==> src/rtl/axi_rgbled_pwm_pkg.sv <==
// Shared register map, version word and bit positions for the RGB LED PWM controller.
package axi_rgbled_pwm_pkg;

  localparam logic [7:0] ADDR_VERSION    = 8'h00;
  localparam logic [7:0] ADDR_ID         = 8'h01;
  localparam logic [7:0] ADDR_SCRATCH    = 8'h02;
  localparam logic [7:0] ADDR_CONFIG     = 8'h03;
  localparam logic [7:0] ADDR_CTRL       = 8'h04;
  localparam logic [7:0] ADDR_PRESCALE   = 8'h05;
  localparam logic [7:0] ADDR_COLOR_BASE = 8'h10;

  localparam logic [31:0] VERSION = 32'h0001_0061;

  localparam int CTRL_ENABLE_BIT = 0;
  localparam int CTRL_CLR_BIT    = 1;

  // Colour lane index inside a packed COLOR word, counted in PWM_WIDTH slices.
  localparam int COL_BLUE  = 0;
  localparam int COL_GREEN = 1;
  localparam int COL_RED   = 2;

endpackage

==> src/rtl/rgbled_pwm_chan.sv <==
// One PWM colour lane: duty shadow that only moves at safe points, compare, output flop.
module rgbled_pwm_chan
  import axi_rgbled_pwm_pkg::*;
#(
  parameter int PWM_WIDTH  = 8,
  parameter int ACTIVE_LOW = 0
) (
  input  logic                 clk,
  input  logic                 rst_n,
  input  logic                 enable,
  input  logic                 load,
  input  logic                 clr,
  input  logic [PWM_WIDTH-1:0] duty,
  input  logic [PWM_WIDTH-1:0] period_cnt,
  output logic                 pwm_o
);

  localparam logic INV = (ACTIVE_LOW != 0);

  logic [PWM_WIDTH-1:0] shadow_q, shadow_d;
  logic                 pwm_q, pwm_d;

  always_comb begin
    shadow_d = shadow_q;
    // Clear wins over load: the source register is being zeroed on the same edge.
    if (clr) begin
      shadow_d = '0;
    end else if (load) begin
      shadow_d = duty;
    end
    pwm_d = (enable && (period_cnt < shadow_q)) ^ INV;
  end

  always_ff @(posedge clk or negedge rst_n) begin
    if (!rst_n) begin
      shadow_q <= '0;
      pwm_q    <= INV;
    end else begin
      shadow_q <= shadow_d;
      pwm_q    <= pwm_d;
    end
  end

  assign pwm_o = pwm_q;

endmodule

==> src/rtl/axi_rgbled_pwm.sv <==
// Multi-LED RGB PWM controller behind the up_* register bus: shared prescaler and
// period counter in here, one rgbled_pwm_chan per colour per LED.
module axi_rgbled_pwm
  import axi_rgbled_pwm_pkg::*;
#(
  parameter int ID         = 0,
  parameter int NLEDS      = 4,
  parameter int PWM_WIDTH  = 8,
  parameter int ACTIVE_LOW = 0
) (
  input  logic             up_clk,
  input  logic             up_rstn,
  input  logic             up_wreq,
  input  logic [7:0]       up_waddr,
  input  logic [31:0]      up_wdata,
  output logic             up_wack,
  input  logic             up_rreq,
  input  logic [7:0]       up_raddr,
  output logic [31:0]      up_rdata,
  output logic             up_rack,
  output logic [NLEDS-1:0] o_red,
  output logic [NLEDS-1:0] o_green,
  output logic [NLEDS-1:0] o_blue
);

  localparam int W  = PWM_WIDTH;
  localparam int CW = 3 * PWM_WIDTH;
  localparam logic [W-1:0] PERIOD_LAST = {{(W-1){1'b1}}, 1'b0};

  logic [31:0]   scratch_q, scratch_d;
  logic          enable_q, enable_d;
  logic [15:0]   prescale_q, prescale_d;
  logic [CW-1:0] color_q [NLEDS];
  logic [CW-1:0] color_d [NLEDS];
  logic [15:0]   pre_cnt_q, pre_cnt_d;
  logic [W-1:0]  period_q, period_d;
  logic          wack_q, wack_d;
  logic          rack_q, rack_d;
  logic [31:0]   rdata_q, rdata_d;

  logic tick;
  logic wrap;
  logic clr;
  logic shadow_load;
  logic [NLEDS-1:0][2:0] pwm_w;

  assign clr = up_wreq && (up_waddr == ADDR_CTRL) && up_wdata[CTRL_CLR_BIT];

  // Register writes; CLR takes effect on the write edge itself.
  always_comb begin
    scratch_d  = scratch_q;
    enable_d   = enable_q;
    prescale_d = prescale_q;
    for (int i = 0; i < NLEDS; i++) begin
      color_d[i] = color_q[i];
    end
    if (up_wreq) begin
      case (up_waddr)
        ADDR_SCRATCH:  scratch_d  = up_wdata;
        ADDR_CTRL:     enable_d   = up_wdata[CTRL_ENABLE_BIT];
        ADDR_PRESCALE: prescale_d = up_wdata[15:0];
        default: ;
      endcase
      for (int i = 0; i < NLEDS; i++) begin
        if (up_waddr == ADDR_COLOR_BASE + 8'(i)) begin
          color_d[i] = up_wdata[CW-1:0];
        end
      end
    end
    if (clr) begin
      for (int i = 0; i < NLEDS; i++) begin
        color_d[i] = '0;
      end
    end
  end

  // The >= compare lets a lowered PRESCALE take effect without a full 16-bit rollover.
  always_comb begin
    tick      = enable_q && (pre_cnt_q >= prescale_q);
    wrap      = tick && (period_q == PERIOD_LAST);
    pre_cnt_d = pre_cnt_q + 16'd1;
    period_d  = period_q;
    if (!enable_q || tick) begin
      pre_cnt_d = '0;
    end
    if (!enable_q || wrap) begin
      period_d = '0;
    end else if (tick) begin
      period_d = period_q + 1'b1;
    end
  end

  assign shadow_load = wrap || !enable_q;

  always_comb begin
    wack_d  = up_wreq;
    rack_d  = up_rreq;
    rdata_d = '0;
    if (up_rreq) begin
      case (up_raddr)
        ADDR_VERSION:  rdata_d = VERSION;
        ADDR_ID:       rdata_d = 32'(ID);
        ADDR_SCRATCH:  rdata_d = scratch_q;
        ADDR_CONFIG:   rdata_d = {16'h0000, 8'(PWM_WIDTH), 8'(NLEDS)};
        ADDR_CTRL:     rdata_d = {31'd0, enable_q};
        ADDR_PRESCALE: rdata_d = {16'h0000, prescale_q};
        default: ;
      endcase
      for (int i = 0; i < NLEDS; i++) begin
        if (up_raddr == ADDR_COLOR_BASE + 8'(i)) begin
          rdata_d = 32'(color_q[i]);
        end
      end
    end
  end

  always_ff @(posedge up_clk or negedge up_rstn) begin
    if (!up_rstn) begin
      scratch_q  <= '0;
      enable_q   <= 1'b0;
      prescale_q <= '0;
      for (int i = 0; i < NLEDS; i++) begin
        color_q[i] <= '0;
      end
      pre_cnt_q  <= '0;
      period_q   <= '0;
      wack_q     <= 1'b0;
      rack_q     <= 1'b0;
      rdata_q    <= '0;
    end else begin
      scratch_q  <= scratch_d;
      enable_q   <= enable_d;
      prescale_q <= prescale_d;
      for (int i = 0; i < NLEDS; i++) begin
        color_q[i] <= color_d[i];
      end
      pre_cnt_q  <= pre_cnt_d;
      period_q   <= period_d;
      wack_q     <= wack_d;
      rack_q     <= rack_d;
      rdata_q    <= rdata_d;
    end
  end

  assign up_wack  = wack_q;
  assign up_rack  = rack_q;
  assign up_rdata = rdata_q;

  for (genvar gi = 0; gi < NLEDS; gi++) begin : g_led
    for (genvar gc = 0; gc < 3; gc++) begin : g_col
      rgbled_pwm_chan #(
        .PWM_WIDTH  (PWM_WIDTH),
        .ACTIVE_LOW (ACTIVE_LOW)
      ) u_chan (
        .clk        (up_clk),
        .rst_n      (up_rstn),
        .enable     (enable_q),
        .load       (shadow_load),
        .clr        (clr),
        .duty       (color_q[gi][gc*W +: W]),
        .period_cnt (period_q),
        .pwm_o      (pwm_w[gi][gc])
      );
    end
    assign o_red[gi]   = pwm_w[gi][COL_RED];
    assign o_green[gi] = pwm_w[gi][COL_GREEN];
    assign o_blue[gi]  = pwm_w[gi][COL_BLUE];
  end

endmodule

==> config.mk <==
export PLATFORM = sky130hd
export DESIGN_NAME = axi_rgbled_pwm
export DESIGN_NICKNAME = d
export VERILOG_FILES = /design/src/rtl/axi_rgbled_pwm_pkg.sv /design/src/rtl/rgbled_pwm_chan.sv /design/src/rtl/axi_rgbled_pwm.sv
export SDC_FILE = /design/constraint.sdc
export NUM_CORES = 1
export LEC_CHECK = 0
export BUFFER_PORTS_ARGS = -buffer_cell sky130_fd_sc_hd__buf_4
export CORE_MARGIN = 2
export CORE_UTILIZATION = 61
export CTS_CLUSTER_DIAMETER = 120
export DETAILED_ROUTE_END_ITERATION = 16
export PLACE_DENSITY = 0.8
export RECOVER_POWER = 50
export SLEW_MARGIN = 40
export SYNTH_ARGS = -nofsm -noshare
export SYNTH_HDL_FRONTEND = slang
export SYNTH_SLANG_ARGS = --single-unit
export TNS_END_PERCENT = 30
==> constraint.sdc <==
create_clock -name up_clk -period 2.8 [get_ports up_clk]
set_input_delay 0.14 -clock up_clk [delete_from_list [all_inputs] [get_ports up_clk]]
set_output_delay 0.14 -clock up_clk [all_outputs]
set_load 0.005 [all_outputs]
## Yosys cells after proc, flatten, opt, wreduce, memory -nomap -nowiden

Index checks and enable logic that the tools add are counted.

- Flip-flop bits (word level): 311
- Bits of input ports: 52
- Logic and storage cells: 140

- Add/subtract/negate cells: 2
- Magnitude comparators: 13
- Equal/unequal tests: 16
- Multiplexer cells: 39
- Reduce and logical (&&, ||, !) cells: 34

Operator list:

| kind | number |
|---|---|
| $mux 8 | 26 |
| $mux 96 | 2 |
| $mux 32 | 5 |
| $pmux 32 s5 | 1 |
| $lt 8x8->1 | 12 |
| $mux 24 | 4 |
| $eq 8x5->1 const B | 8 |
| $eq 8x3->1 const B | 4 |
| $eq 8x2->1 const B | 3 |
| $add 16x1->16 const B | 1 |
| $ge 16x16->1 | 1 |
| $logic_and 1x1->1 | 16 |
| $mux 16 | 1 |
| $reduce_and 2->1 | 7 |
| $reduce_bool 2->1 | 7 |
| $add 8x1->8 const B | 1 |
| $eq 8x8->1 const B | 1 |
| $logic_not 8->1 | 1 |
| $logic_or 1x1->1 | 2 |
| $logic_not 1->1 | 1 |

## Logic depth before layout (Yosys ltp)

Gate-level depths: netlist of the first run.

- Word-level depth: 7
- Mapped depth: 11

## Cells and area by module

A second synthesis of the first run with hierarchy kept.

- Cells, all modules: 1488
- Area total of the unflattened synthesis: 15398.5 µm²

Modules (own cells, without submodules):

| module | times used | cells an instance | area each (µm²) | seq. area each (µm²) |
|---|---|---|---|---|
| axi_rgbled_pwm | 1 | 852 | 9002.4 | 5079.9 |
| rgbled_pwm_chan at g_led[2].g_col[0].u_chan ... | 6 | 53 | 535.5 | 225.2 |
| rgbled_pwm_chan at g_led[0].g_col[0].u_chan ... | 6 | 53 | 530.5 | 225.2 |

## Worst setup path before layout of the first run

No wires, ideal clock.

- Path kind: register to register
- Start: register pre_cnt_q[11]
- End: register g_led[0].g_col[2].u_chan.shadow_q[1]
- Data arrival time: 2353 ps
- Slack: 314 ps
- Stages on the path, launching flop included: 9
- Buffers on the path: 2
- Period minus slack after synthesis: 2486 ps
- Cell sequence: dfrtp_1 ha_1 nand3_1 or4_1 or4_4 a31oi_4 buf_4 buf_2 o31ai_1

- Longest elaborated chain between the ends: 5

Ends and longest elaborated chain:

| what | line | RTL |
|---|---|---|
| start, declared | axi_rgbled_pwm.sv:35 | `logic [15:0] pre_cnt_q, pre_cnt_d;` |
| start signal, assigned | axi_rgbled_pwm.sv:137 | `pre_cnt_q <= pre_cnt_d;` |
| $ge 16x16->1 | axi_rgbled_pwm.sv:79 | `tick = enable_q && (pre_cnt_q >= prescale_q);` |
| $logic_and 1x1->1 | axi_rgbled_pwm.sv:79 |  |
| $logic_and 1x1->1 | axi_rgbled_pwm.sv:80 | `wrap = tick && (period_q == PERIOD_LAST);` |
| $logic_or 1x1->1 | axi_rgbled_pwm.sv:93 | `assign shadow_load = wrap \|\| !enable_q;` |
| $reduce_bool 2->1 (no source line) | n/a |  |
| end signal, assigned | rgbled_pwm_chan.sv:39 | `shadow_q <= shadow_d;` |
| end, declared | rgbled_pwm_chan.sv:20 | `logic [PWM_WIDTH-1:0] shadow_q, shadow_d;` |

Every way passes these cells.
A chain may end at the register's enable or synchronous reset.

## Final worst setup path of the first run

- Start: register prescale_q[12]
- End: register g_led[2].g_col[0].u_chan.shadow_q[2]

- Longest elaborated chain between the ends: 5

Ends and longest elaborated chain:

| what | line | RTL |
|---|---|---|
| start, declared | axi_rgbled_pwm.sv:32 | `logic [15:0] prescale_q, prescale_d;` |
| start signal, assigned | axi_rgbled_pwm.sv:133 | `prescale_q <= prescale_d;` |
| $ge 16x16->1 | axi_rgbled_pwm.sv:79 |  |
| $logic_and 1x1->1 | axi_rgbled_pwm.sv:79 |  |
| $logic_and 1x1->1 | axi_rgbled_pwm.sv:80 |  |
| $logic_or 1x1->1 | axi_rgbled_pwm.sv:93 |  |
| $reduce_bool 2->1 (no source line) | n/a |  |
| end signal, assigned | rgbled_pwm_chan.sv:39 |  |
| end, declared | rgbled_pwm_chan.sv:20 |  |

Every way passes these cells.

==> metrics.md, run 1 <==
| Metric | Value |
|---|---|
| Run status | `finished with violations` |
| CTS Buffer Depth | `3` |
| Clk slew on worst S/H paths | `0.06 ns` |
| Initial Util | `between 60% and 70%` |
| CP Launch Type | `flop` |
| Seq cells post-synth | `311` |
| Crit path from | `prescale_q[12]$_DFFE_PN0P_` |
| IO Port Bufs | `97` |
| CTS tree | `done` |
| Worst-Skew Late Latency | `0.57 ns` |
| Max-slew violations | `around 120` |
| Combinational cell fraction of total power | `11.6%` |
| Worst slew pin tran | `2.09 ns` |
| Routed Antenna Nets | `0` |
| Max Clock Skew | `0.00798 ns` |
| I/O pin count | `between 90 and 100` |
| Non-Filler Cell Area, Final | `19,000 um^2` |
| Synth Flop Type | `dfrtp_1` |
| Final critical-path share of the clock period | `102%` |
| Post-DP HPWL | `28,800 um` |
| Crit Path Class | `reg2reg` |
| Worst Path Required | `between 3 and 4 ns` |
| Final setup fails | `44` |
| MaxCap Viol Count | `2` |
| 1st-iter DRT viols | `1,511` |
| Psw | `2.64 mW` |
| Async SR Flop Fraction | `between 90% and 100%` |
| R2R Path Start | `prescale_q[12]$_DFFE_PN0P_` |
| EDFF count, synth | `0` |
| Seq/Total Area, Yosys | `48.8%` |
| Final Instance Count excl. Fillers | `2,117` |
| Peak supply drop | `0.000521 V` |
| Clock root cell | `clkbuf_16` |
| DRC violations left | `0` |
| Commonest cells after routing, fill and taps aside | `311 x dfrtp_1, 182 x nand2_1, 128 x o21ai_0` |
| Area growth, synth to finish | `19.3%` |
| Hold path start | `up_waddr[4]` |
| Nets | `1,912` |
| Full die area | `27,500 um^2` |
| Critical Path AT | `around 3.3 ns` |
| Internal power | `~7.7 mW` |
| Setup ws final | `-0.0569 ns` |
| Fill cells | `1,688` |
| Failing checks | `capacitance limit, slew limit, setup timing` |
| Wirelength, routed | `47,400 um` |
| Slew margin rel. | `-39.3%` |
| Die height | `166 um` |
| Mapped Cells | `1,625` |
| Switching share of power | `roughly a quarter` |
| Cell variety after synth | `58` |
| CP Capture Type | `flop` |
| Sink Count | `between 300 and 400` |
| H-tree levels | `1` |
| Final hold viol count | `0` |
| CTS Buf Count | `31` |
| Vias per cell | `6.45` |
| Layout Utilization | `73.7%` |
| Vias in the first global route | `about 13,000` |
| Tot GR Track Use | `32.4%` |
| Row count | `between 50 and 60` |
| Via count | `13,655` |
| Worst hold margin | `roughly 0.025 ns` |
| Commonest non-fill, non-tap cell in the layout | `dfrtp_1` |
| Layout cells sized above 1 | `17.5%` |
| Crit path max fanout | `7` |
| Placed cell areas | `17,100 um^2` |
| Min cycle time layout | `2.86 ns` |
| Initial antenna violation count | `2` |
| First-pass GRT wire length | `71,800 um` |
| WL/cell | `~22 um` |
| Leakage | `around 8.9 nW` |
| HP Class | `in2reg` |
| Clock power share | `41.6%` |
| RSZ-0062 raised after global routing | `true` |
| Placed cells | `about 2,000` |
| Syn Area/Cell | `9.82 um^2` |
| Total power | `between 10 and 15 mW` |
| Final GP Congestion | `0.869` |
| Largest net degree at the start of global routing | `between 100 and 150` |
| TritonRoute pass-1 iters | `7` |
| Mapped cell area | `16,000 um^2` |
| YS warnings | `0` |
| Total congestion overflow | `0` |
| Fmax | `approximately 350 MHz` |
| Total core area | `25,800 um^2` |
| Die width | `166 um` |
| Seq pwr share | `46.9%` |
| Post-Syn Nets | `1,780` |
| Pwr/cell area | `546 nW/um^2` |
-- cell type report --
type / count / area, um^2 / area share, %
Sequential cell: 311 / 7780 / 40.9
Multi-Input combinational cell: 1077 / 7280 / 38.2
Timing Repair Buffer: 214 / 2040 / 10.7
Clock buffer: 44 / 905 / 4.75
Inverter: 122 / 458 / 2.41
Tap cell: 335 / 419 / 2.20
Clock inverter: 13 / 151 / 0.795
Antenna cell: 1 / 2.50 / 0.0131
-- cell usage after synthesis, types with 12 or more instances --
library cell	count	area share [%]
a211oi_1	13	0.61
a21o_1	33	1.6
a21oi_1	56	1.8
a31oi_1	14	0.55
and3_1	15	0.59
buf_2	26	0.82
buf_4	17	0.80
buf_6	12	0.85
clkbuf_1	53	1.2
dfrtp_1	311	49
ha_1	103	8.1
inv_1	122	2.9
mux2_2	56	4.0
mux2i_1	36	2.3
nand2_1	182	4.3
nand2b_1	20	0.78
nand3_1	115	3.6
nor2_1	96	2.3
nor3_1	12	0.38
o211ai_1	13	0.61
o21ai_0	130	4.1
o22ai_1	12	0.47
o31ai_1	84	4.0
-- critical path: stages (launching register included) --
cell,delay (ns)
dfrtp_1,0.39
inv_1,0.10
ha_4,0.29
nand3_2,0.09
or4_1,0.51
or4_4,0.46
a31oi_4,0.23
buf_12,0.16
buf_12,0.15
buf_6,0.13
nand3_2,0.13
o31ai_4,0.11
-- final timing paths --
kind                                                                    endpoint  slack [ns]  cells past startpoint
worst min-delay path                                        enable_q$_DFFE_PN0P_        0.02                      4
worst max register to register  g_led[2].g_col[0].u_chan.shadow_q[2]$_DFFE_PN0P_       -0.06                     11
worst min register to register                          scratch_q[7]$_DFFE_PN0P_        0.49                      1
min in group asynchronous               g_led[1].g_col[2].u_chan.pwm_o$_DFF_PN0_        0.70                      2
max in group asynchronous                                 pre_cnt_q[7]$_DFF_PN0_        0.48                      3
worst max-delay path            g_led[2].g_col[0].u_chan.shadow_q[2]$_DFFE_PN0P_       -0.06                     11
-- through the flow --
stage / setup WS, ns / TNS, ns
floorplan: 0.314 / 0
global placement: 0.115 / 0
detailed placement: 0.0119 / 0
CTS: 0.0120 / 0
global route: -0.129 / -5.95
finish: -0.0569 / -0.980
-- power by group through the flow --
stage | registers [mW] | clock network [mW] | logic, mW
final | 4.87 | 4.32 | 1.20
after global routing | 4.89 | 4.51 | 1.31
after CTS | 4.86 | 4.32 | 1.05
after detailed placement | 4.94 | 0 | 0.998
after global placement | 4.93 | 0 | 0.954
after floorplan | 4.88 | 0 | 0.612
-- layer usage --
layer	up-vias	wire length, um	global-route usage [%]
met1	6594	18400	46.0
met5	-	15	0
li1	5957	-	-
met4	2	1960	10.9
met2	916	21800	51.0
met3	186	5230	5.89
-- cells by family after synthesis --
family / synth area share, %
simple gates: 13.5
flops: 48.8
compound gates: 16.0
buf+inv: 6.74
fa+ha+maj: 8.08
xor+xnor: 0.604
mux: 6.28
-- what timing repair did --
| action | 4_1_cts | 5_1_grt |
|---|---|---|
| hold buffers | 36 | 0 |
| setup buffers | 0 | 14 |
| gates resized for setup | 0 | 31 |
| hold endpoints to repair | 225 | 0 |
| endpoints found under the setup margin | 0 | 83 |
-- registers in the layout, summed over array words and instances, names as in the netlist --
signal / flops
up_rack: 1
g_led.g_col.u_chan.shadow_q: 96
period_q: 8
pre_cnt_q: 16
scratch_q: 32
color_q: 96
prescale_q: 16
g_led.g_col.u_chan.pwm_o: 12
up_wack: 1
enable_q: 1
up_rdata: 32
Power figures use the tool's default switching activity.
==> run 2, diff against run 1 <==
- CORE_UTILIZATION: 61 -> 45
- CTS_CLUSTER_SIZE: not set -> 20
- PLACE_DENSITY: 0.8 -> not set
==> metrics.md, run 2 (same netlist as run 1, synthesis figures left out) <==
| Metric | Value |
|---|---|
| Routed Antenna Nets | `0 (unchanged)` |
| CP Capture Type | `flop (unchanged)` |
| Final setup fails | `0 (was 44)` |
| Psw | `2.30 mW (was 2.64 mW)` |
| Failing checks | `capacitance limit, slew limit (was capacitance limit, slew limit, setup timing)` |
| Peak supply drop | `0.000510 V (was 0.000521 V)` |
| R2R Path Start | `prescale_q[11]$_DFFE_PN0P_ (was prescale_q[12]$_DFFE_PN0P_)` |
| Worst slew pin tran | `1.80 ns (was 2.09 ns)` |
| CTS Buf Count | `19 (was 31)` |
| Max Clock Skew | `0.0205 ns (was 0.00798 ns)` |
| WL/cell | `21.0 um (was 22.4 um)` |
| Switching share of power | `26.4% (was 25.4%)` |
| Max-slew violations | `36 (was 118)` |
| Internal power | `6.41 mW (was 7.75 mW)` |
| Vias per cell | `5.72 (was 6.45)` |
| 1st-iter DRT viols | `1,057 (was 1,511)` |
| Tot GR Track Use | `24.9% (was 32.4%)` |
| Clk slew on worst S/H paths | `0.09 ns (was 0.06 ns)` |
| Largest net degree at the start of global routing | `133 (was 132)` |
| Crit Path Class | `reg2reg (unchanged)` |
| Wirelength, routed | `45,900 um (was 47,400 um)` |
| # diodes | `0 (was 1)` |
| Min cycle time layout | `2.78 ns (was 2.86 ns)` |
| Footprint of the multi-input gates | `7230 um^2 (was 7280 um^2)` |
| Final GP Congestion | `0.861 (was 0.869)` |
| Combinational cell fraction of total power | `12.9% (was 11.6%)` |
| Via count | `12,525 (was 13,655)` |
| Vias in the first global route | `11,900 (was 13,303)` |
| Area growth, synth to finish | `15.0% (was 19.3%)` |
| Layout cells sized above 1 | `14.6% (was 17.5%)` |
| CTS tree | `done (unchanged)` |
| Total power | `8.70 mW (was 10.4 mW)` |
| Pwr/cell area | `474 nW/um^2 (was 546 nW/um^2)` |
| Leakage | `8.50 nW (was 8.94 nW)` |
| Slew margin rel. | `-20.2% (was -39.3%)` |
| Die height | `192 um (was 166 um)` |
| Full die area | `37,000 um^2 (was 27,500 um^2)` |
| Commonest cells after routing, fill and taps aside | `310 x dfrtp_1, 182 x nand2_1, 128 x o21ai_0 (was 311 x dfrtp_1, 182 x nand2_1, 128 x o21ai_0)` |
| Hold path start | `up_waddr[2] (was up_waddr[4])` |
| Clock root cell | `clkbuf_16 (unchanged)` |
| Post-DP HPWL | `29,900 um (was 28,800 um)` |
| Crit path max fanout | `20 (was 7)` |
| CTS Buffer Depth | `3 (unchanged)` |
| MaxCap Viol Count | `1 (was 2)` |
| Worst hold margin | `0.0622 ns (was 0.0249 ns)` |
| CP Launch Type | `flop (unchanged)` |
| Commonest non-fill, non-tap cell in the layout | `dfrtp_1 (unchanged)` |
| RSZ-0062 raised after global routing | `true (unchanged)` |
| Row count | `68 (was 59)` |
| First-pass GRT wire length | `71,000 um (was 71,800 um)` |
| Critical Path AT | `3.22 ns (was 3.33 ns)` |
| Register area | `7780 um^2 (about the same)` |
| IO Port Bufs | `97 (unchanged)` |
| Fill cells | `3,180 (was 1,688)` |
| Sink Count | `311 (unchanged)` |
| Reg2Reg Setup Slack | `0.02 ns (was -0.06 ns)` |
| Final hold viol count | `0 (unchanged)` |
| Fmax | `360 MHz (was 350 MHz)` |
| Initial Util | `46.0% (was 61.8%)` |
| Run status | `finished with violations (unchanged)` |
| HP Class | `in2reg (unchanged)` |
| Worst-Skew Late Latency | `0.52 ns (was 0.57 ns)` |
| H-tree levels | `1 (unchanged)` |
| Initial antenna violation count | `1 (was 2)` |
| Die width | `192 um (was 166 um)` |
| Worst Path Required | `3.24 ns (was 3.27 ns)` |
| Total congestion overflow | `0 (unchanged)` |
| Seq pwr share | `55.8% (was 46.9%)` |
| Clock power share | `31.4% (was 41.6%)` |
| Crit path from | `prescale_q[11]$_DFFE_PN0P_ (was prescale_q[12]$_DFFE_PN0P_)` |
| DRC violations left | `0 (unchanged)` |
| Nets | `1,889 (was 1,912)` |
| Setup TNS Final | `0 ns (was -0.980 ns)` |
| I/O pin count | `98 (unchanged)` |
| Top Registers | `color_q: 96 flops, g_led.g_col.u_chan.shadow_q: 96 flops (unchanged)` |
| Final critical-path share of the clock period | `99.2% (was 102%)` |
| TritonRoute pass-1 iters | `6 (was 7)` |
| Total core area | `34,700 um^2 (was 25,800 um^2)` |
run 2: cell types whose count changed in the layout (fill, tap and decap cells not counted), moves of 2 or more:
cell | before | now
clkinvlp_4 | 3 | 0
o31ai_1 | 74 | 80
bufinv_16 | 3 | 0
clkinv_2 | 6 | 0
clkbuf_8 | 8 | 0
clkbuf_2 | 1 | 5
o31ai_2 | 9 | 4
clkbuf_1 | 9 | 12
buf_8 | 4 | 2
clkbuf_16 | 39 | 23
clkbuf_4 | 20 | 40
buf_6 | 6 | 3
buf_4 | 123 | 89
run 2: power groups by stage:
stage          Sequential, mW  Combinational [mW]  Clock (mW)
2_1_floorplan            4.88               0.612           0
3_3_place_gp             4.94               0.993           0
3_5_place_dp             4.94                1.01           0
4_1_cts                  4.85                1.06        2.81
5_1_grt                  4.88                1.25        2.96
6_report                 4.86                1.12        2.73
run 2: what timing repair did:
item / in CTS / in global routing
hold endpoints to repair: 234 / 0
cloned: 0 / 5
gates resized for setup: 1 / 20
hold buffers: 36 / 0
endpoints found under the setup margin: 25 / 88
pin swaps: 1 / 1
buffers inserted: 1 / 3
run 2: final cells by class:
class                           count  area share (%)
Sequential cell                   311            42.4
Multi-Input combinational cell   1077            39.4
Timing Repair Buffer              203            9.95
Tap cell                          455            3.10
Clock buffer                       19            2.59
Inverter                          122            2.50
Clock inverter                      1          0.0614
run 2: stage by stage:
step	instance area (um^2)	worst slack, ns	std cells	utilization, %
floorplan	16000	0.314	1625	-
global placement	17300	0.0691	2122	49.8
detailed placement	17300	-0.0297	2122	49.8
CTS	18200	-0.00179	2179	52.3
global route	18300	-0.0349	2188	52.9
finish	18300	0.0210	2188	52.9
run 2: critical path, cell delays in order, from the launching register on:
cell and delay (ns):
dfrtp_1 0.36, inv_1 0.08, ha_4 0.28, nand3_2 0.08, or4_1 0.51, or4_4 0.46, a31oi_4 0.25, buf_4 0.22
buf_12 0.17, nand3_1 0.16, o21ai_0 0.14
run 2: worst paths after layout:
| path | endpoint | cells past startpoint |
|---|---|---|
| min in group asynchronous | prescale_q[8]$_DFFE_PN0P_ | 2 |
| hold / removal | enable_q$_DFFE_PN0P_ | 3 |
| setup reg to reg | g_led[0].g_col[1].u_chan.shadow_q[0]$_DFFE_PN0P_ | 10 |
| max in group asynchronous | g_led[1].g_col[2].u_chan.shadow_q[6]$_DFFE_PN0P_ | 4 |
| hold reg to reg | scratch_q[31]$_DFFE_PN0P_ | 1 |
| setup / recovery | g_led[0].g_col[1].u_chan.shadow_q[0]$_DFFE_PN0P_ | 10 |
run 2: layer usage:
layer / share of wire, % / track usage, % / routed length, um / vias up
met4: 1.8 / 4.90 / 808 / 0
met2: 44 / 37.2 / 20100 / 411
li1: - / - / - / 5891
met1: 47 / 37.9 / 21600 / 6173
met3: 7.4 / 4.60 / 3420 / 50
met5: 0 / 0 / 0 / -
==> run 3, diff against run 2 <==
==> constraint.sdc (replaced) <==
create_clock -name up_clk -period 2.8 [get_ports up_clk]
set_input_delay 0.42 -clock up_clk [delete_from_list [all_inputs] [get_ports up_clk]]
set_output_delay 0.42 -clock up_clk [all_outputs]
set_load 0.005 [all_outputs]
==> metrics.md, run 3 (same netlist as run 1, synthesis figures left out) <==
| Metric | Value |
|---|---|
| Run status | `finished with violations (unchanged)` |
| Failing checks | `capacitance limit, slew limit (unchanged)` |
| Setup slack at placement | `0.0608 ns (was -0.0297 ns)` |
| Max Clock Skew | `0.0248 ns (was 0.0205 ns)` |
| Tot GR Track Use | `25.0% (was 24.9%)` |
| R2R Path Start | `prescale_q[10]$_DFFE_PN0P_ (was prescale_q[11]$_DFFE_PN0P_)` |
| Max-slew violations | `106 (was 36)` |
| Clock power share | `31.5% (was 31.4%)` |
| 1st-iter DRT viols | `944 (was 1,057)` |
| Crit path largest cell delay | `0.52 ns (was 0.51 ns)` |
| WL/cell | `21.0 um (about the same)` |
| # diodes | `0 (unchanged)` |
| Seq pwr share | `55.9% (was 55.8%)` |
| Final critical-path share of the clock period | `98.8% (was 99.2%)` |
| Wirelength, routed | `45,600 um (was 45,900 um)` |
| MaxCap Viol Count | `2 (was 1)` |
| Worst hold margin | `0.122 ns (was 0.0622 ns)` |
| Slew margin rel. | `-29.3% (was -20.2%)` |
| Final hold viol count | `0 (unchanged)` |
| Row count | `68 (unchanged)` |
| Final GP Congestion | `0.862 (was 0.861)` |
| Die height | `192 um (unchanged)` |
| CP Capture Type | `flop (unchanged)` |
| Initial antenna violation count | `0 (was 1)` |
| Commonest cells after routing, fill and taps aside | `311 x dfrtp_1, 182 x nand2_1, 141 x buf_4 (was 310 x dfrtp_1, 182 x nand2_1, 128 x o21ai_0)` |
| Top Registers | `color_q: 96 flops, g_led.g_col.u_chan.shadow_q: 96 flops (unchanged)` |
| Via count | `12,536 (was 12,525)` |
| CP Launch Type | `flop (unchanged)` |
| RR Endpoint | `g_led[3].g_col[2].u_chan.shadow_q[3]$_DFFE_PN0P_ (was g_led[0].g_col[1].u_chan.shadow_q[0]$_DFFE_PN0P_)` |
| Setup ws final | `0.0323 ns (was 0.0210 ns)` |
| Clk slew on worst S/H paths | `0.09 ns (about the same)` |
| Final setup fails | `0 (unchanged)` |
| Slowest-stage cell, CP | `or4_4 (was or4_1)` |
| Worst reg2reg path depth | `11 (was 10)` |
| H-tree levels | `1 (unchanged)` |
| CTS Buffer Depth | `3 (unchanged)` |
| Psw | `2.30 mW (about the same)` |
| I/O pin count | `98 (unchanged)` |
| Vias in the first global route | `12,245 (was 11,900)` |
| Commonest non-fill, non-tap cell in the layout | `dfrtp_1 (unchanged)` |
| Peak supply drop | `0.000446 V (was 0.000510 V)` |
| Worst-Skew Late Latency | `0.53 ns (was 0.52 ns)` |
| Largest net degree at the start of global routing | `132 (was 133)` |
| Worst Path Required | `3.23 ns (was 3.24 ns)` |
| Critical Path AT | `3.20 ns (was 3.22 ns)` |
| Post-DP HPWL | `30,400 um (was 29,900 um)` |
| Switching share of power | `26.5% (was 26.4%)` |
| Reg2Reg Setup Slack | `0.03 ns (was 0.02 ns)` |
| Crit Path Class | `reg2reg (unchanged)` |
| Combinational cell fraction of total power | `12.6% (was 12.9%)` |
| Fill cells | `3,159 (was 3,180)` |
| Hold path start | `up_wdata[30] (was up_waddr[2])` |
| CTS Buf Count | `19 (unchanged)` |
| Fmax | `361 MHz (was 360 MHz)` |
| First-pass GRT wire length | `71,500 um (was 71,000 um)` |
| Clock root cell | `clkbuf_16 (unchanged)` |
| HP Class | `in2reg (unchanged)` |
| TritonRoute pass-1 iters | `5 (was 6)` |
| Placed cells | `2,127 (was 2,122)` |
| Final Instance Count excl. Fillers | `2,168 (was 2,188)` |
| Total power | `8.70 mW (about the same)` |
| Vias per cell | `5.78 (was 5.72)` |
| RSZ-0062 raised after global routing | `true (unchanged)` |
| Crit path max fanout | `20 (unchanged)` |
| Min cycle time layout | `2.77 ns (was 2.78 ns)` |
| Critical Path, Cell by Cell | `inv_1 > ha_4 > nand3_2 > or4_4 > or4_4 > a31oi_4 > buf_4 > clkbuf_16 > buf_12 > nand3_1 > o31ai_1 (was inv_1 > ha_4 > nand3_2 > or4_1 > or4_4 > a31oi_4 > buf_4 > buf_12 > nand3_1 > o21ai_0)` |
| Routed Antenna Nets | `0 (unchanged)` |
| Area growth, synth to finish | `14.2% (was 15.0%)` |
| Worst-case hold path end point | `scratch_q[30]$_DFFE_PN0P_ (was enable_q$_DFFE_PN0P_)` |
| Internal power | `6.39 mW (was 6.41 mW)` |
| Crit path top cell by count | `or4_4` |
| Full die area | `37,000 um^2 (unchanged)` |
| Die width | `192 um (unchanged)` |
| Sink Count | `311 (unchanged)` |
| Initial Util | `46.0% (unchanged)` |
| Total congestion overflow | `0 (unchanged)` |
| CTS tree | `done (unchanged)` |
| Nets | `1,868 (was 1,889)` |
| Worst slew pin tran | `1.94 ns (was 1.80 ns)` |
| Pwr/cell area | `477 nW/um^2 (was 474 nW/um^2)` |
| Hold depth | `2 (was 3)` |
| Leakage | `8.51 nW (was 8.50 nW)` |
| Layout cells sized above 1 | `16.4% (was 14.6%)` |
| Total core area | `34,700 um^2 (unchanged)` |
| DRC violations left | `0 (unchanged)` |
| IO Port Bufs | `97 (unchanged)` |
[run 3: through the flow]
step	util (%)	area (um^2)	TNS, ns
2_1_floorplan	-	16000	0
3_3_place_gp	50.1	17400	0
3_5_place_dp	50.1	17400	0
4_1_cts	51.6	17900	0
5_1_grt	52.5	18200	-0.263
6_report	52.5	18200	0
[run 3: area by class of cell]
class,count,area [um^2],share of cell area (%)
sequential,311,7780,42.7
multi-input combinational,1077,7260,39.8
timing repair buffer,182,1660,9.12
tap,455,569,3.12
clock buffer,19,475,2.61
inverter,122,458,2.51
clock inverter,2,20.0,0.110
[run 3: routing by layer]
layer  global-route usage (%)  vias to the layer above  wire length, um
met5                        0                        -                0
met4                     5.99                        0              923
met3                     3.56                       62             3080
met2                     37.3                      423            20000
met1                     38.4                     6211            21500
li1                         -                     5840                -
[run 3: how the worst max path moves through the flow]
| stage | startpoint | end | slack [ns] |
|---|---|---|---|
| after floorplan | pre_cnt_q[11]$_DFF_PN0_ | g_led[0].g_col[2].u_chan.shadow_q[1]$_DFFE_PN0P_ | 0.31 |
| after global placement | pre_cnt_q[10]$_DFF_PN0_ | g_led[2].g_col[0].u_chan.shadow_q[2]$_DFFE_PN0P_ | 0.1 |
| after detailed placement | prescale_q[11]$_DFFE_PN0P_ | g_led[2].g_col[0].u_chan.shadow_q[6]$_DFFE_PN0P_ | 0.06 |
| after CTS | pre_cnt_q[10]$_DFF_PN0_ | g_led[2].g_col[0].u_chan.shadow_q[6]$_DFFE_PN0P_ | 0.05 |
| after global routing | prescale_q[9]$_DFFE_PN0P_ | g_led[0].g_col[0].u_chan.shadow_q[1]$_DFFE_PN0P_ | -0.04 |
| final | prescale_q[10]$_DFFE_PN0P_ | g_led[3].g_col[2].u_chan.shadow_q[3]$_DFFE_PN0P_ | 0.03 |
[run 3: worst max-delay path: cells and delay by family, from the launching register on]
family                   cells  cell delay, ns
flip-flops                   1            0.37
AND/OR/NAND/NOR              4            1.14
AO/OA/AOI/OAI                2            0.31
adder cells (fa/ha/maj)      1            0.27
buffers and inverters        4            0.57
[run 3: power by group through the flow]
stage,registers [mW],clock network [mW],logic [mW]
after detailed placement,4.94,0,1.02
after CTS,4.86,2.83,1.03
after global routing,4.88,2.97,1.23
after global placement,4.94,0,0.997
after floorplan,4.88,0,0.612
final,4.86,2.74,1.10
[run 3: what timing repair did]
action	4_1_cts	5_1_grt
endpoints found under the setup margin	0	73
hold buffers	2	0
buffers inserted	0	13
gates resized for setup	0	23
hold endpoints to repair	65	0
